### config.mk
export PLATFORM = sky130hd
export DESIGN_NAME = pipe_sequencer_flat
export DESIGN_NICKNAME = d
export VERILOG_FILES = /design/src/rtl/henad_pkg.sv /design/src/rtl/pipe_sequencer_if.sv /design/src/rtl/pipe_stage_reg.sv /design/src/rtl/pipe_sequencer.sv /design/src/flat_wrapper.sv
export SDC_FILE = /design/constraint.sdc
export NUM_CORES = 1
export LEC_CHECK = 0
export CAP_MARGIN = 20
export CORE_MARGIN = 2
export CORE_UTILIZATION = 45
export DETAILED_ROUTE_END_ITERATION = 10
export GPL_TIMING_DRIVEN = 0
export PLACE_DENSITY = 0.78
export SLEW_MARGIN = 20
export SYNTH_ARGS = -nofsm -noshare
export SYNTH_HDL_FRONTEND = slang
export SYNTH_SLANG_ARGS = --single-unit
### constraint.sdc
create_clock -name clk -period 2.6 [get_ports clk]
set_clock_uncertainty 0.2 [all_clocks]
set_input_delay 0.39 -clock clk [delete_from_list [all_inputs] [get_ports clk]]
set_output_delay 0.39 -clock clk [all_outputs]
set_load 0.01 [all_outputs]
### src/rtl/henad_pkg.sv
// Shared constants for the Henad pipeline: stage indices, default datapath
// widths and the instruction-set tag selected out of reset.
package henad_pkg;

  localparam int STG_IA = 0;
  localparam int STG_IF = 1;
  localparam int STG_ID = 2;
  localparam int STG_EX = 3;
  localparam int STG_MA = 4;
  localparam int STG_MO = 5;
  localparam int STG_RA = 6;
  localparam int STG_RO = 7;

  localparam int NUM_STG = STG_RO + 1;

  localparam int DEF_ADDR_W  = 12;
  localparam int DEF_INSTR_W = 12;
  localparam int DEF_SET_W   = 4;

  localparam logic [DEF_SET_W-1:0] ISET_BASE = '0;

endpackage

### src/rtl/pipe_sequencer_if.sv
// Bundle between the pipeline sequencer (master), the instruction memory and
// the per-stage control blocks (slave side).
interface pipe_sequencer_if
  import henad_pkg::*;
#(
  parameter int ADDR_W  = DEF_ADDR_W,
  parameter int INSTR_W = DEF_INSTR_W,
  parameter int SET_W   = DEF_SET_W,
  parameter int STAGES  = NUM_STG
);

  // Flow control has no valid/ready pair: stall_req[k] high means slot k
  // cannot advance this cycle; the sequencer freezes k and every slot
  // upstream of it and inserts a bubble just downstream of the frozen group.
  logic [ADDR_W-1:0]         mem_addr;
  logic                      mem_en;
  logic [INSTR_W-1:0]        mem_data;
  logic [STAGES-1:0]         stall_req;
  logic                      redirect_valid;
  logic [ADDR_W-1:0]         redirect_pc;
  logic                      set_wr;
  logic [SET_W-1:0]          set_val;
  logic [STAGES-1:0]         stage_valid;
  logic [STAGES*ADDR_W-1:0]  stage_pc;
  logic [STAGES*INSTR_W-1:0] stage_instr;
  logic [STAGES*SET_W-1:0]   stage_set;
  logic                      retire_valid;
  logic [31:0]               retire_count;

  modport master (
    output mem_addr, mem_en,
    input  mem_data,
    input  stall_req, redirect_valid, redirect_pc, set_wr, set_val,
    output stage_valid, stage_pc, stage_instr, stage_set,
    output retire_valid, retire_count
  );

  modport slave (
    input  mem_addr, mem_en,
    output mem_data,
    output stall_req, redirect_valid, redirect_pc, set_wr, set_val,
    input  stage_valid, stage_pc, stage_instr, stage_set,
    input  retire_valid, retire_count
  );

endinterface

### src/rtl/pipe_stage_reg.sv
// One pipeline slot: valid/pc/instr/set register with flush, hold and bubble
// controls (priority in that order); payload is kept when the slot empties.
module pipe_stage_reg
  import henad_pkg::*;
#(
  parameter int ADDR_W  = DEF_ADDR_W,
  parameter int INSTR_W = DEF_INSTR_W,
  parameter int SET_W   = DEF_SET_W
) (
  input  logic               clk,
  input  logic               rst,
  input  logic               hold_i,
  input  logic               bubble_i,
  input  logic               flush_i,
  input  logic               valid_i,
  input  logic [ADDR_W-1:0]  pc_i,
  input  logic [INSTR_W-1:0] instr_i,
  input  logic [SET_W-1:0]   set_i,
  output logic               valid_o,
  output logic [ADDR_W-1:0]  pc_o,
  output logic [INSTR_W-1:0] instr_o,
  output logic [SET_W-1:0]   set_o
);

  logic               valid_q, valid_d;
  logic [ADDR_W-1:0]  pc_q, pc_d;
  logic [INSTR_W-1:0] instr_q, instr_d;
  logic [SET_W-1:0]   set_q, set_d;

  always_comb begin
    valid_d = valid_q;
    pc_d    = pc_q;
    instr_d = instr_q;
    set_d   = set_q;
    if (flush_i) begin
      valid_d = 1'b0;
    end else if (!hold_i) begin
      if (bubble_i) begin
        valid_d = 1'b0;
      end else begin
        valid_d = valid_i;
        pc_d    = pc_i;
        instr_d = instr_i;
        set_d   = set_i;
      end
    end
  end

  always_ff @(posedge clk) begin
    if (rst) begin
      valid_q <= 1'b0;
      pc_q    <= '0;
      instr_q <= '0;
      set_q   <= '0;
    end else begin
      valid_q <= valid_d;
      pc_q    <= pc_d;
      instr_q <= instr_d;
      set_q   <= set_d;
    end
  end

  assign valid_o = valid_q;
  assign pc_o    = pc_q;
  assign instr_o = instr_q;
  assign set_o   = set_q;

endmodule

### src/rtl/pipe_sequencer.sv
// Pipeline sequencer: fetch address generation plus valid/pc/instr/set slots
// with per-slot stall, branch-redirect flush, set switching and retire count.
module pipe_sequencer
  import henad_pkg::*;
#(
  parameter int                  ADDR_W      = DEF_ADDR_W,
  parameter int                  INSTR_W     = DEF_INSTR_W,
  parameter int                  SET_W       = DEF_SET_W,
  parameter int                  STAGES      = NUM_STG,
  parameter int                  REDIR_STAGE = STG_EX,
  parameter logic [ADDR_W-1:0]   RESET_PC    = '0,
  parameter logic [SET_W-1:0]    SET_BASE    = SET_W'(ISET_BASE)
) (
  input logic              clk,
  input logic              rst,
  pipe_sequencer_if.master bus
);

  logic [STAGES-1:0] freeze;
  logic              redir_take;

  logic               slot_v     [STAGES];
  logic [ADDR_W-1:0]  slot_pc    [STAGES];
  logic [INSTR_W-1:0] slot_instr [STAGES];
  logic [SET_W-1:0]   slot_set   [STAGES];

  logic              v0_q, v0_d;
  logic [ADDR_W-1:0] pc0_q, pc0_d;
  logic              v1_q, v1_d;
  logic [ADDR_W-1:0] pc1_q, pc1_d;
  logic [SET_W-1:0]  cur_set_q, cur_set_d;
  logic [31:0]       retire_cnt_q, retire_cnt_d;
  logic              retire_now;

  // A stall at slot j freezes j and everything upstream of it.
  always_comb begin
    freeze = '0;
    for (int k = 0; k < STAGES; k++) begin
      freeze[k] = |(bus.stall_req >> k);
    end
  end

  assign redir_take = bus.redirect_valid & slot_v[REDIR_STAGE] & ~freeze[REDIR_STAGE];
  assign retire_now = slot_v[STAGES-1] & ~bus.stall_req[STAGES-1];

  always_comb begin
    v0_d         = 1'b1;
    pc0_d        = pc0_q;
    v1_d         = v1_q;
    pc1_d        = pc1_q;
    cur_set_d    = bus.set_wr ? bus.set_val : cur_set_q;
    retire_cnt_d = retire_now ? retire_cnt_q + 32'd1 : retire_cnt_q;

    // The first valid edge only marks slot 0 valid; counting starts after.
    if (redir_take) begin
      pc0_d = bus.redirect_pc;
    end else if (v0_q && !freeze[0]) begin
      pc0_d = pc0_q + ADDR_W'(1);
    end

    if (redir_take) begin
      v1_d = 1'b0;
    end else if (!freeze[1]) begin
      if (freeze[0]) begin
        v1_d = 1'b0;
      end else begin
        v1_d  = v0_q;
        pc1_d = pc0_q;
      end
    end
  end

  always_ff @(posedge clk) begin
    if (rst) begin
      v0_q         <= 1'b0;
      pc0_q        <= RESET_PC;
      v1_q         <= 1'b0;
      pc1_q        <= '0;
      cur_set_q    <= SET_BASE;
      retire_cnt_q <= '0;
    end else begin
      v0_q         <= v0_d;
      pc0_q        <= pc0_d;
      v1_q         <= v1_d;
      pc1_q        <= pc1_d;
      cur_set_q    <= cur_set_d;
      retire_cnt_q <= retire_cnt_d;
    end
  end

  // Slot 1's instruction is the registered memory output itself; the
  // instruction set is attached when slot 2 captures it.
  assign slot_v[0]     = v0_q;
  assign slot_pc[0]    = pc0_q;
  assign slot_instr[0] = '0;
  assign slot_set[0]   = cur_set_q;
  assign slot_v[1]     = v1_q;
  assign slot_pc[1]    = pc1_q;
  assign slot_instr[1] = bus.mem_data;
  assign slot_set[1]   = cur_set_q;

  for (genvar k = 2; k < STAGES; k++) begin : g_slot
    localparam bit IN_FLUSH = (k <= REDIR_STAGE);

    pipe_stage_reg #(
      .ADDR_W  (ADDR_W),
      .INSTR_W (INSTR_W),
      .SET_W   (SET_W)
    ) u_reg (
      .clk      (clk),
      .rst      (rst),
      .hold_i   (freeze[k]),
      .bubble_i (freeze[k-1]),
      .flush_i  (redir_take & IN_FLUSH),
      .valid_i  (slot_v[k-1]),
      .pc_i     (slot_pc[k-1]),
      .instr_i  (slot_instr[k-1]),
      .set_i    (slot_set[k-1]),
      .valid_o  (slot_v[k]),
      .pc_o     (slot_pc[k]),
      .instr_o  (slot_instr[k]),
      .set_o    (slot_set[k])
    );
  end

  for (genvar k = 0; k < STAGES; k++) begin : g_pack
    assign bus.stage_valid[k]                    = slot_v[k];
    assign bus.stage_pc[k*ADDR_W +: ADDR_W]      = slot_pc[k];
    assign bus.stage_instr[k*INSTR_W +: INSTR_W] = slot_instr[k];
    assign bus.stage_set[k*SET_W +: SET_W]       = slot_set[k];
  end

  assign bus.mem_addr     = pc0_q;
  assign bus.mem_en       = ~freeze[0];
  assign bus.retire_valid = retire_now;
  assign bus.retire_count = retire_cnt_q;

endmodule

### src/flat_wrapper.sv
// flat-port wrapper written by rule: the top's interface ports become plain ports
module pipe_sequencer_flat import henad_pkg::*;
#(
  parameter int                  ADDR_W      = DEF_ADDR_W,
  parameter int                  INSTR_W     = DEF_INSTR_W,
  parameter int                  SET_W       = DEF_SET_W,
  parameter int                  STAGES      = NUM_STG,
  parameter int                  REDIR_STAGE = STG_EX,
  parameter logic [ADDR_W-1:0]   RESET_PC    = '0,
  parameter logic [SET_W-1:0]    SET_BASE    = SET_W'(ISET_BASE)
)
  (clk, rst, bus_mem_addr, bus_mem_en, bus_mem_data, bus_stall_req, bus_redirect_valid, bus_redirect_pc, bus_set_wr, bus_set_val, bus_stage_valid, bus_stage_pc, bus_stage_instr, bus_stage_set, bus_retire_valid, bus_retire_count);
  pipe_sequencer_if #(.ADDR_W(ADDR_W), .INSTR_W(INSTR_W), .SET_W(SET_W), .STAGES(STAGES)) bus_i ();
  input logic clk;
  input logic rst;
  output wire logic [$bits(bus_i.mem_addr)-1:0] bus_mem_addr;
  output wire logic [$bits(bus_i.mem_en)-1:0] bus_mem_en;
  input wire logic [$bits(bus_i.mem_data)-1:0] bus_mem_data;
  input wire logic [$bits(bus_i.stall_req)-1:0] bus_stall_req;
  input wire logic [$bits(bus_i.redirect_valid)-1:0] bus_redirect_valid;
  input wire logic [$bits(bus_i.redirect_pc)-1:0] bus_redirect_pc;
  input wire logic [$bits(bus_i.set_wr)-1:0] bus_set_wr;
  input wire logic [$bits(bus_i.set_val)-1:0] bus_set_val;
  output wire logic [$bits(bus_i.stage_valid)-1:0] bus_stage_valid;
  output wire logic [$bits(bus_i.stage_pc)-1:0] bus_stage_pc;
  output wire logic [$bits(bus_i.stage_instr)-1:0] bus_stage_instr;
  output wire logic [$bits(bus_i.stage_set)-1:0] bus_stage_set;
  output wire logic [$bits(bus_i.retire_valid)-1:0] bus_retire_valid;
  output wire logic [$bits(bus_i.retire_count)-1:0] bus_retire_count;
  assign bus_mem_addr = bus_i.mem_addr;
  assign bus_mem_en = bus_i.mem_en;
  assign bus_i.mem_data = bus_mem_data;
  assign bus_i.stall_req = bus_stall_req;
  assign bus_i.redirect_valid = bus_redirect_valid;
  assign bus_i.redirect_pc = bus_redirect_pc;
  assign bus_i.set_wr = bus_set_wr;
  assign bus_i.set_val = bus_set_val;
  assign bus_stage_valid = bus_i.stage_valid;
  assign bus_stage_pc = bus_i.stage_pc;
  assign bus_stage_instr = bus_i.stage_instr;
  assign bus_stage_set = bus_i.stage_set;
  assign bus_retire_valid = bus_i.retire_valid;
  assign bus_retire_count = bus_i.retire_count;
  pipe_sequencer #(.ADDR_W(ADDR_W), .INSTR_W(INSTR_W), .SET_W(SET_W), .STAGES(STAGES), .REDIR_STAGE(REDIR_STAGE), .RESET_PC(RESET_PC), .SET_BASE(SET_BASE)) u_core (.clk(clk), .rst(rst), .bus(bus_i));
endmodule
==> results of run 1 <==
[layer usage]
metal	up-vias	wire length, um	GRT usage
met4	0	1050	0.0956
met5	-	0	0
met2	329	14400	0.462
li1	4441	-	-
met1	4233	12700	0.338
met3	62	2500	0.0696
[per-stage QoR]
step | hold slack, ns | worst slack (ns) | cell area, um2 | setup TNS (ns) | util
finish | 0.0633 | 0.0569 | 13500 | 0 | 0.672
global route | 0.0752 | -0.00947 | 13500 | -0.00947 | 0.672
CTS | 0.0452 | 0.0604 | 13500 | 0 | 0.671
detailed placement | 0.247 | -0.849 | 12600 | -76.14 | 0.626
global placement | 0.241 | -0.888 | 12600 | -75.97 | 0.626
floorplan | 0.240 | 0.127 | 9220 | 0 | -
[timing repair]
action | in CTS | in global routing
endpoints found under the setup margin | 79 | 9
cloned | 0 | 0
hold buffers | 1 | 0
pin swaps | 1 | 1
endpoints found under the hold margin | 1 | 0
buffers inserted | 1 | 1
resized for setup | 14 | 3
[worst max path at each step]
| stage | cells past startpoint | end |
|---|---|---|
| global route | 5 | u_core.bus.mem_addr[11] |
| CTS | 4 | bus_mem_en |
| global placement | 8 | u_core.g_slot[2].u_reg.pc_o[6] |
| floorplan | 5 | u_core.bus.mem_addr[10] |
| detailed placement | 8 | u_core.g_slot[2].u_reg.pc_o[8] |
| finish | 5 | u_core.bus.mem_addr[11] |
[final cells by class]
| class | count | area share |
|---|---|---|
| Sequential cell | 236 | 0.350 |
| Multi-Input combinational cell | 776 | 0.284 |
| Timing Repair Buffer | 306 | 0.226 |
| Clock buffer | 33 | 0.0530 |
| Buffer | 125 | 0.0502 |
| Tap cell | 270 | 0.0250 |
| Clock inverter | 13 | 0.00964 |
| Inverter | 6 | 0.00167 |
[logic make-up after synthesis]
group,Yosys count,share of synthesized area
AOI/OAI and AO/OA,231,0.137
muxes,19,0.0210
other,1,0.000409
and+or+nand+nor,496,0.234
xor gates and xnor gates,16,0.0153
adders and majority gates,2,0.00273
buffers and inverters,132,0.0750
DFF,236,0.515
[power groups by stage]
stage	clock [mW]	sequential (mW)	combinational (mW)
2_1_floorplan	0	3.71	0.151
3_3_place_gp	0	3.71	0.315
3_5_place_dp	0	3.71	0.316
4_1_cts	3.66	3.63	0.321
5_1_grt	3.81	3.63	0.344
6_report	3.62	3.63	0.323
[sequential cells by signal, indices dropped and copies added (netlist names)]
register / cells
u_core.bus.mem_addr: 12
u_core.bus.retire_count: 32
u_core.cur_set_q: 4
u_core.g_slot.u_reg.instr_o: 72
u_core.g_slot.u_reg.pc_o: 72
u_core.g_slot.u_reg.set_o: 24
u_core.g_slot.u_reg.valid_o: 6
u_core.pc1_q: 12
u_core.v0_q: 1
u_core.v1_q: 1
[tightest hold or removal path, delay by kind of cell]
kind	cells	cell delay, ns
compound gates	1	0.11
simple gates	2	0.11
buf+inv	1	0.12
[synth_stat cells (all sizes together) (8+ instances only)]
library cell | n | area share
nand2 | 352 | 0.14
dfxtp | 236 | 0.51
a21oi | 191 | 0.10
clkbuf | 66 | 0.027
buf | 60 | 0.046
nor2 | 50 | 0.020
or4 | 24 | 0.020
o31ai | 20 | 0.016
mux2i | 17 | 0.019
nand4 | 16 | 0.011
nand3 | 14 | 0.0076
xor2 | 11 | 0.010
nor4 | 8 | 0.0061
==> results.json, run 1 <==
{
  "multi_input_area_um2": 3840,
  "vias_per_cell": 5.14,
  "cts_tree": "done",
  "root_buffer": "clkbuf_16",
  "synth_flop_cell": "dfxtp_1",
  "startpoint": "bus_stall_req[4]",
  "netlist_area_um2": 9180,
  "seq_area_frac_synth": 0.515,
  "antenna_found_initial": 0,
  "finalPower_mw": 7.57,
  "yosys_warnings": 0,
  "cap_violations": 0,
  "htreeDepth": 1,
  "firstDrtPassIters": 5,
  "track_usage": 0.273,
  "final-hold-violation-count": 0,
  "overflow": 0,
  "grt_pass1_vias": 8621,
  "drv_slew": 0,
  "clockBufferDepth": 3,
  "synth-edff-count": 0,
  "cts.sink_count": 236,
  "die_h_um": 147,
  "cts_buffers": 25,
  "status": "complete, no violations",
  "p_per_area_nw_per_um2": 561,
  "drt_iter0_markers": 460,
  "crit_required_ns": 2.82,
  "layout_common_cells": "352 x nand2_1, 300 x clkdlybuf4s50_1, 236 x dfxtp_1, 191 x a21oi_1, 63 x clkbuf_1",
  "r2r-start": "u_core.bus.retire_count[2]",
  "fillers": 1642,
  "clk_pin_slew_worst_paths_ns": 0.06,
  "hpwl_mm": 22.9,
  "syn2layout_area_growth_pct": 47.1,
  "netlist_instances": 1133,
  "nNetsFinal": 1518,
  "worstMarginPinSlew_ns": 0.818,
  "drt-wirelength-per-cell_um": 17.4,
  "hold_path_depth": 4,
  "synth-async-reset-ratio": 0,
  "hold_end": "u_core.g_slot[7].u_reg.valid_o",
  "drc_errors": 0,
  "post-place-cells": 1717,
  "wirelength_mm": 30.7,
  "fin_crit_ns": 2.54,
  "rrSetupSlack_ns": 0.19,
  "crit_slowest_cell": "nor4_2",
  "dieArea_um2": 21600,
  "regArea_um2": 4720,
  "p_leak_nw": 4.59,
  "switching_share": 0.222,
  "ant_nets": 0,
  "crit_path_end_kind": "flop",
  "initial_core_util": 0.456,
  "min_from": "bus_stall_req[7]",
  "finalCritPeriodShare": 0.978,
  "io_buffers": 303,
  "die_x_um": 147,
  "core_area_um2": 20100,
  "power.switching_mw": 1.68,
  "pwr-share-seq": 0.479,
  "antenna_cells": 0,
  "grt_start_max_net_pins": 15,
  "maxSlewHeadroom": 0.450,
  "critPathLaunchType": "input port",
  "ys_seq_elements": 236,
  "place.gp.congestion": 0.890,
  "r2r_cells": 5,
  "pwr-share-comb": 0.043,
  "worst-path-buf-inv": 1,
  "rows": 52,
  "arrival_ns": 2.76,
  "final_common_cell": "nand2_1",
  "fmax_ghz": 0.393,
  "cpPeakStageDelay_ns": 0.63,
  "worst-path-max-fanout": 8,
  "hold_path.class": "in -> reg",
  "num_vias": 9065,
  "p_int_mw": 5.90,
  "setup_violations": 0,
  "crit_chain": "clkdlybuf4s50_1 -> nor4_2 -> nand4_1 -> or4_1 -> a311oi_1",
  "critical_path_class": "in -> reg",
  "r2r-end": "u_core.bus.retire_count[19]",
  "pin_count": 318,
  "syn_avg_cell_area_um2": 8.10,
  "grt_pass1_wl_mm": 47.0,
  "clock_power_share": 0.478,
  "clkLatencyLatePin_ns": 0.52,
  "drive_gt1_frac": 0.0783,
  "cp_top_family": "simple AND/OR/NAND/NOR gates",
  "final_cells": 1765,
  "yosysUniqueCellTypes": 41,
  "rsz0062_at_grt": "true",
  "ir_drop_v": 0.000448
}
Power figures use the tool's default switching activity.
==> inputs of run 2 (changes only) <==
CORE_UTILIZATION = 41   (was 45)
PLACE_DENSITY = 0.75   (was 0.78)
clock period = 2.15 ns   (was 2.6 ns; I/O delays follow)
==> results.json, run 2 (synthesized netlist as in run 1, its figures left out) <==
{
  "hold_path_depth": 3,
  "rsz0062_at_grt": "true",
  "nNetsFinal": 1525,
  "post-place-cells": 1727,
  "status": "finished with violations",
  "final_cells": 1782,
  "finalPower_mw": 9.32,
  "cts_tree": "done",
  "p_per_area_nw_per_um2": 678,
  "cpPeakStageDelay_ns": 0.52,
  "cap_violations": 0,
  "drv_slew": 0,
  "layout_common_cells": "351 x nand2_1, 293 x clkdlybuf4s50_1, 213 x dfxtp_1, 191 x a21oi_1, 62 x buf_4",
  "fin_crit_ns": 2.12,
  "drt-wirelength-per-cell_um": 16.7,
  "num_vias": 9038,
  "fmax_ghz": 0.471,
  "critical_path_class": "reg -> out",
  "cts.sink_count": 236,
  "antenna_found_initial": 2,
  "worst-path-buf-inv": 2,
  "finalCritPeriodShare": 0.987,
  "clk_pin_slew_worst_paths_ns": 0.06,
  "clkLatencyLatePin_ns": 0.52,
  "setup_violations": 0,
  "syn2layout_area_growth_pct": 49.8,
  "hold_slack_ns": -0.000381,
  "worstMarginPinSlew_ns": 0.734,
  "dp_worst_setup_slack_ns": -1.08,
  "clockBufferDepth": 3,
  "grt_pass1_vias": 8459,
  "p_leak_nw": 4.75,
  "crit_chain": "buf_4 -> clkdlybuf4s50_1",
  "final-hold-violation-count": 1,
  "place.gp.congestion": 0.837,
  "crit_slowest_cell": "clkdlybuf4s50_1",
  "cp_top_family": "buffers and inverters",
  "track_usage": 0.241,
  "die_x_um": 154,
  "cts_buffers": 26,
  "worst-path-max-fanout": 5,
  "arrival_ns": 1.60,
  "ir_drop_v": 0.000498,
  "fin_ws_ns": 0.0287,
  "drc_errors": 0,
  "grt_start_max_net_pins": 15,
  "place_area_um2": 12600,
  "htreeDepth": 1,
  "drt_iter0_markers": 522,
  "critPathLaunchType": "flop",
  "hold_path.class": "in -> reg",
  "ant_nets": 0,
  "core_area_um2": 21900,
  "worst-path-stages": 2,
  "fillers": 1886,
  "r2r-start": "u_core.g_slot[7].u_reg.valid_o",
  "final_common_cell": "nand2_1",
  "r2r_cells": 5,
  "io_buffers": 303,
  "hpwl_mm": 22.5,
  "firstDrtPassIters": 4,
  "pin_count": 318,
  "rows": 54,
  "grt_pass1_wl_mm": 46.3,
  "die_h_um": 154,
  "startpoint": "u_core.g_slot[7].u_reg.valid_o",
  "drive_gt1_frac": 0.119,
  "final_cell_area_um2": 13700,
  "maxSlewHeadroom": 0.510,
  "dieArea_um2": 23600,
  "failed_checks": "negative hold slack",
  "crit_path_end_kind": "output pin",
  "overflow": 0,
  "wirelength_mm": 29.8,
  "vias_per_cell": 5.07,
  "root_buffer": "clkbuf_16",
  "min_from": "bus_stall_req[5]",
  "initial_core_util": 0.419,
  "crit_required_ns": 1.63
}
==> run 2: where the power goes <==
group | total, mW | internal, mW | switching, mW
sequential | 4.39 | 4.38 | 0.0101
combinational | 0.394 | 0.165 | 0.229
clock | 4.54 | 2.77 | 1.77
==> run 2: path summary, 6_finish.rpt <==
| check | end | slack, ns |
|---|---|---|
| setup reg to reg | u_core.bus.retire_count[27] | 0.07 |
| setup / recovery | bus_stage_valid[7] | 0.03 |
| hold / removal | u_core.g_slot[6].u_reg.valid_o | -0.0004 |
| hold reg to reg | u_core.g_slot[7].u_reg.pc_o[11] | 0.26 |
==> run 2: timing repair <==
item                       CTS  global route
pin swaps                    6             6
resized for setup           55            46
setup endpoints to repair  163           102
hold buffers                 2             0
buffers inserted             6             4
hold endpoints to repair     3             0
==> run 2: tightest hold or removal path, stage by stage <==
cell and delay (ns):
buf_2 0.15, nand3b_1 0.13, a21oi_1 0.06
==> run 2: stage by stage <==
stage / utilization / TNS, ns / hold WS, ns
floorplan: - / -0.195 / 0.240
global placement: 0.578 / -131.53 / 0.243
detailed placement: 0.578 / -134.61 / 0.248
CTS: 0.624 / 0 / 0.00797
global route: 0.628 / -0.0333 / 0.00764
finish: 0.628 / 0 / -0.000381
==> run 2: layout make-up <==
| type | count | area (um2) | area share |
|---|---|---|---|
| buffer | 122 | 712 | 0.0518 |
| clock buffer | 33 | 738 | 0.0537 |
| clock inverter | 12 | 140 | 0.0102 |
| tap | 280 | 350 | 0.0255 |
| multi-input combinational | 776 | 3900 | 0.284 |
| antenna | 2 | 5.00 | 0.000364 |
| inverter | 6 | 22.5 | 0.00164 |
| sequential | 236 | 4760 | 0.346 |
| timing repair buffer | 315 | 3120 | 0.227 |
==> run 2: layer usage <==
| metal | track usage | share of wire | wire length [um] | vias up |
|---|---|---|---|---|
| li1 | - | - | - | 4469 |
| met1 | 0.308 | 0.42 | 12400 | 4156 |
| met2 | 0.411 | 0.48 | 14300 | 353 |
| met3 | 0.0482 | 0.073 | 2160 | 60 |
| met4 | 0.0703 | 0.029 | 878 | 0 |
| met5 | 0 | 0 | 0 | - |
==> inputs of run 3 (changes only) <==
ABC_CLOCK_PERIOD_IN_PS = 2150   (was default)
CORE_UTILIZATION = 44   (was 41)
GPL_ROUTABILITY_DRIVEN = 0   (was default)
PLACE_DENSITY = 0.76   (was 0.75)
SYNTH_HIERARCHICAL = 1   (was default)
==> results.json, run 3 <==
{
  "fin_ws_ns": -0.123,
  "crit_path_end_kind": "flop",
  "syn_avg_cell_area_um2": 9.37,
  "rows": 58,
  "arrival_ns": 2.54,
  "drv_slew": 0,
  "post-place-cells": 1850,
  "clk_pin_slew_worst_paths_ns": 0.06,
  "die_x_um": 163,
  "synth_common_cells": "236 x dfxtp_1, 184 x a21oi_1, 177 x o31ai_1",
  "status": "finished with violations",
  "synth_flop_cell": "dfxtp_1",
  "hpwl_mm": 26.1,
  "clkLatencyLatePin_ns": 0.54,
  "yosys_warnings": 6,
  "io_buffers": 304,
  "core_area_um2": 25000,
  "final_cell_area_um2": 16900,
  "die_h_um": 163,
  "synth-edff-count": 0,
  "cts.sink_count": 236,
  "setup_violations": 23,
  "synth_top_area_frac": 0.423,
  "syn2layout_area_growth_pct": 51.1,
  "critical_path_class": "reg -> reg",
  "r2r-start": "u_core/bus.retire_count[1]",
  "htreeDepth": 1,
  "r2r_cells": 5,
  "initial_core_util": 0.446,
  "worst-path-max-fanout": 6,
  "multi_input_area_um2": 6160,
  "r2r-end": "u_core/bus.retire_count[21]",
  "grt_pass1_wl_mm": 54.2,
  "drc_errors": 0,
  "layout_common_cells": "293 x clkdlybuf4s50_1, 207 x dfxtp_1, 162 x a21oi_1, 153 x or4b_1, 145 x o31ai_1",
  "wirelength_mm": 36.8,
  "p_per_area_nw_per_um2": 554,
  "fillers": 1990,
  "seq_area_frac_synth": 0.423,
  "yosysUniqueCellTypes": 38,
  "yosysTopAreaCell": "dfxtp_1",
  "ys_seq_elements": 236,
  "num_vias": 11000,
  "cts_buffers": 27,
  "synth_top_family_by_area": "simple AND/OR/NAND/NOR gates",
  "ys_top_cells_by_area": "dfxtp_1 42%, or4b_1 15%, o31ai_1 12%",
  "failed_checks": "negative setup slack",
  "finalCritPeriodShare": 1.06,
  "clockBufferDepth": 3,
  "rsz0062_at_grt": "true",
  "netlist_instances": 1193,
  "synth_compound_area_frac": 0.223,
  "fin_crit_ns": 2.27,
  "drt-wirelength-per-cell_um": 19.1,
  "crit_required_ns": 2.42,
  "worstMarginPinSlew_ns": 0.694,
  "synth.most_common_cell": "dfxtp_1",
  "cpPeakStageDelay_ns": 0.70,
  "dieArea_um2": 26700,
  "hold_path_depth": 3,
  "fmax_ghz": 0.440,
  "root_buffer": "clkbuf_16",
  "maxSlewHeadroom": 0.538,
  "finalPower_mw": 9.36,
  "firstDrtPassIters": 5,
  "regArea_um2": 4790,
  "drt_iter0_markers": 890,
  "ir_drop_v": 0.000422,
  "netlist_area_um2": 11200,
  "antenna_found_initial": 1,
  "critPathLaunchType": "flop",
  "rrSetupSlack_ns": -0.12,
  "grt_pass1_vias": 10300,
  "hold_end": "u_core/v1_q",
  "vias_per_cell": 5.70,
  "track_usage": 0.251,
  "worst-path-buf-inv": 1,
  "dp_worst_setup_slack_ns": -1.67,
  "cpMostUsedCell": "or4_4",
  "final_common_cell": "clkdlybuf4s50_1",
  "crit_chain": "buf_6 -> nand4b_1 -> or4_4 -> or4_4 -> a21oi_2",
  "synth_xor_area_frac": 0.00862,
  "cts_tree": "done",
  "min_from": "bus_stall_req[1]",
  "synth-async-reset-ratio": 0,
  "final_cells": 1928,
  "cap_violations": 0,
  "place_area_um2": 14900,
  "p_leak_nw": 5.49,
  "muxShareOfSynthArea": 0.0222,
  "cp_top_family": "simple AND/OR/NAND/NOR gates",
  "yosys.area_share.adder": 0.00224,
  "hold_path.class": "in -> reg",
  "ant_nets": 0,
  "pin_count": 318,
  "drive_gt1_frac": 0.215,
  "yosys.area_share.simple": 0.227,
  "nNetsFinal": 1620,
  "overflow": 0,
  "grt_start_max_net_pins": 18,
  "final-hold-violation-count": 0,
  "crit_slowest_cell": "or4_4"
}
run 3: repair_timing:
action | 4_1_cts | 5_1_grt
hold endpoints to repair | 1 | 0
endpoints found under the setup margin | 241 | 96
gates cloned | 4 | 4
pin swaps | 20 | 49
hold buffers | 1 | 0
buffers inserted | 13 | 10
gates resized for setup | 106 | 149
run 3: routing by layer:
metal,GRT usage,part of all wire,vias up
li1,-,-,5309
met3,0.0615,0.081,67
met5,0,0,-
met4,0.0664,0.029,0
met1,0.300,0.40,5144
met2,0.448,0.49,464
run 3: tightest hold or removal path: cells and delay by family:
family	cells	cell delay, ns
AOI/OAI and AO/OA	2	0.24
buffers and inverters	1	0.28
run 3: how the worst max path moves through the flow:
stage                                     start                            endpoint  cells after the start
global placement               bus_stall_req[7]  u_core/g_slot[2].u_reg/instr_o[10]                      8
floorplan                      bus_stall_req[7]  u_core/g_slot[2].u_reg/instr_o[11]                      7
CTS                  u_core/bus.retire_count[0]         u_core/bus.retire_count[20]                      6
finish               u_core/bus.retire_count[1]         u_core/bus.retire_count[21]                      5
global route        u_core/bus.retire_count[10]         u_core/bus.retire_count[17]                      6
detailed placement             bus_stall_req[7]   u_core/g_slot[2].u_reg/instr_o[6]                     11
run 3: kinds of logic (layout without fill, tap and decap cells):
kind of cell | count (synthesis) | after routing
AOI/OAI and AO/OA | 397 | 397
xor gates and xnor gates | 11 | 11
adders and majority gates | 2 | 2
buffers and inverters | 198 | 578
DFF | 236 | 236
muxes | 24 | 24
other | 1 | 25
and+or+nand+nor | 324 | 325
run 3: cell type report:
type	count	share of cell area
flip-flops and latches	236	0.283
clock inverters	4	0.00178
well taps	330	0.0244
diodes	1	0.000148
plain buffers	185	0.0730
inverters	10	0.00341
multi-input cells	783	0.365
clock buffers	44	0.0497
repair buffers	335	0.199
run 3: through the flow:
step	TNS, ns	util	hold WS (ns)
final	-0.974	0.675	0.146
after global routing	-2.86	0.675	0.159
after CTS	-0.583	0.646	0.112
after detailed placement	-249.30	0.595	0.263
after global placement	-245.89	0.595	0.256
after floorplan	-14.06	-	0.263
run 3: report_power, final:
group | leakage, nW | internal [mW] | total (mW) | switching (mW)
Combinational | 3.15 | 0.203 | 0.525 | 0.322
Sequential | 1.92 | 4.37 | 4.37 | 0.00747
Clock | 0.431 | 2.65 | 4.46 | 1.81
Total | 5.49 | 7.22 | 9.36 | 2.14
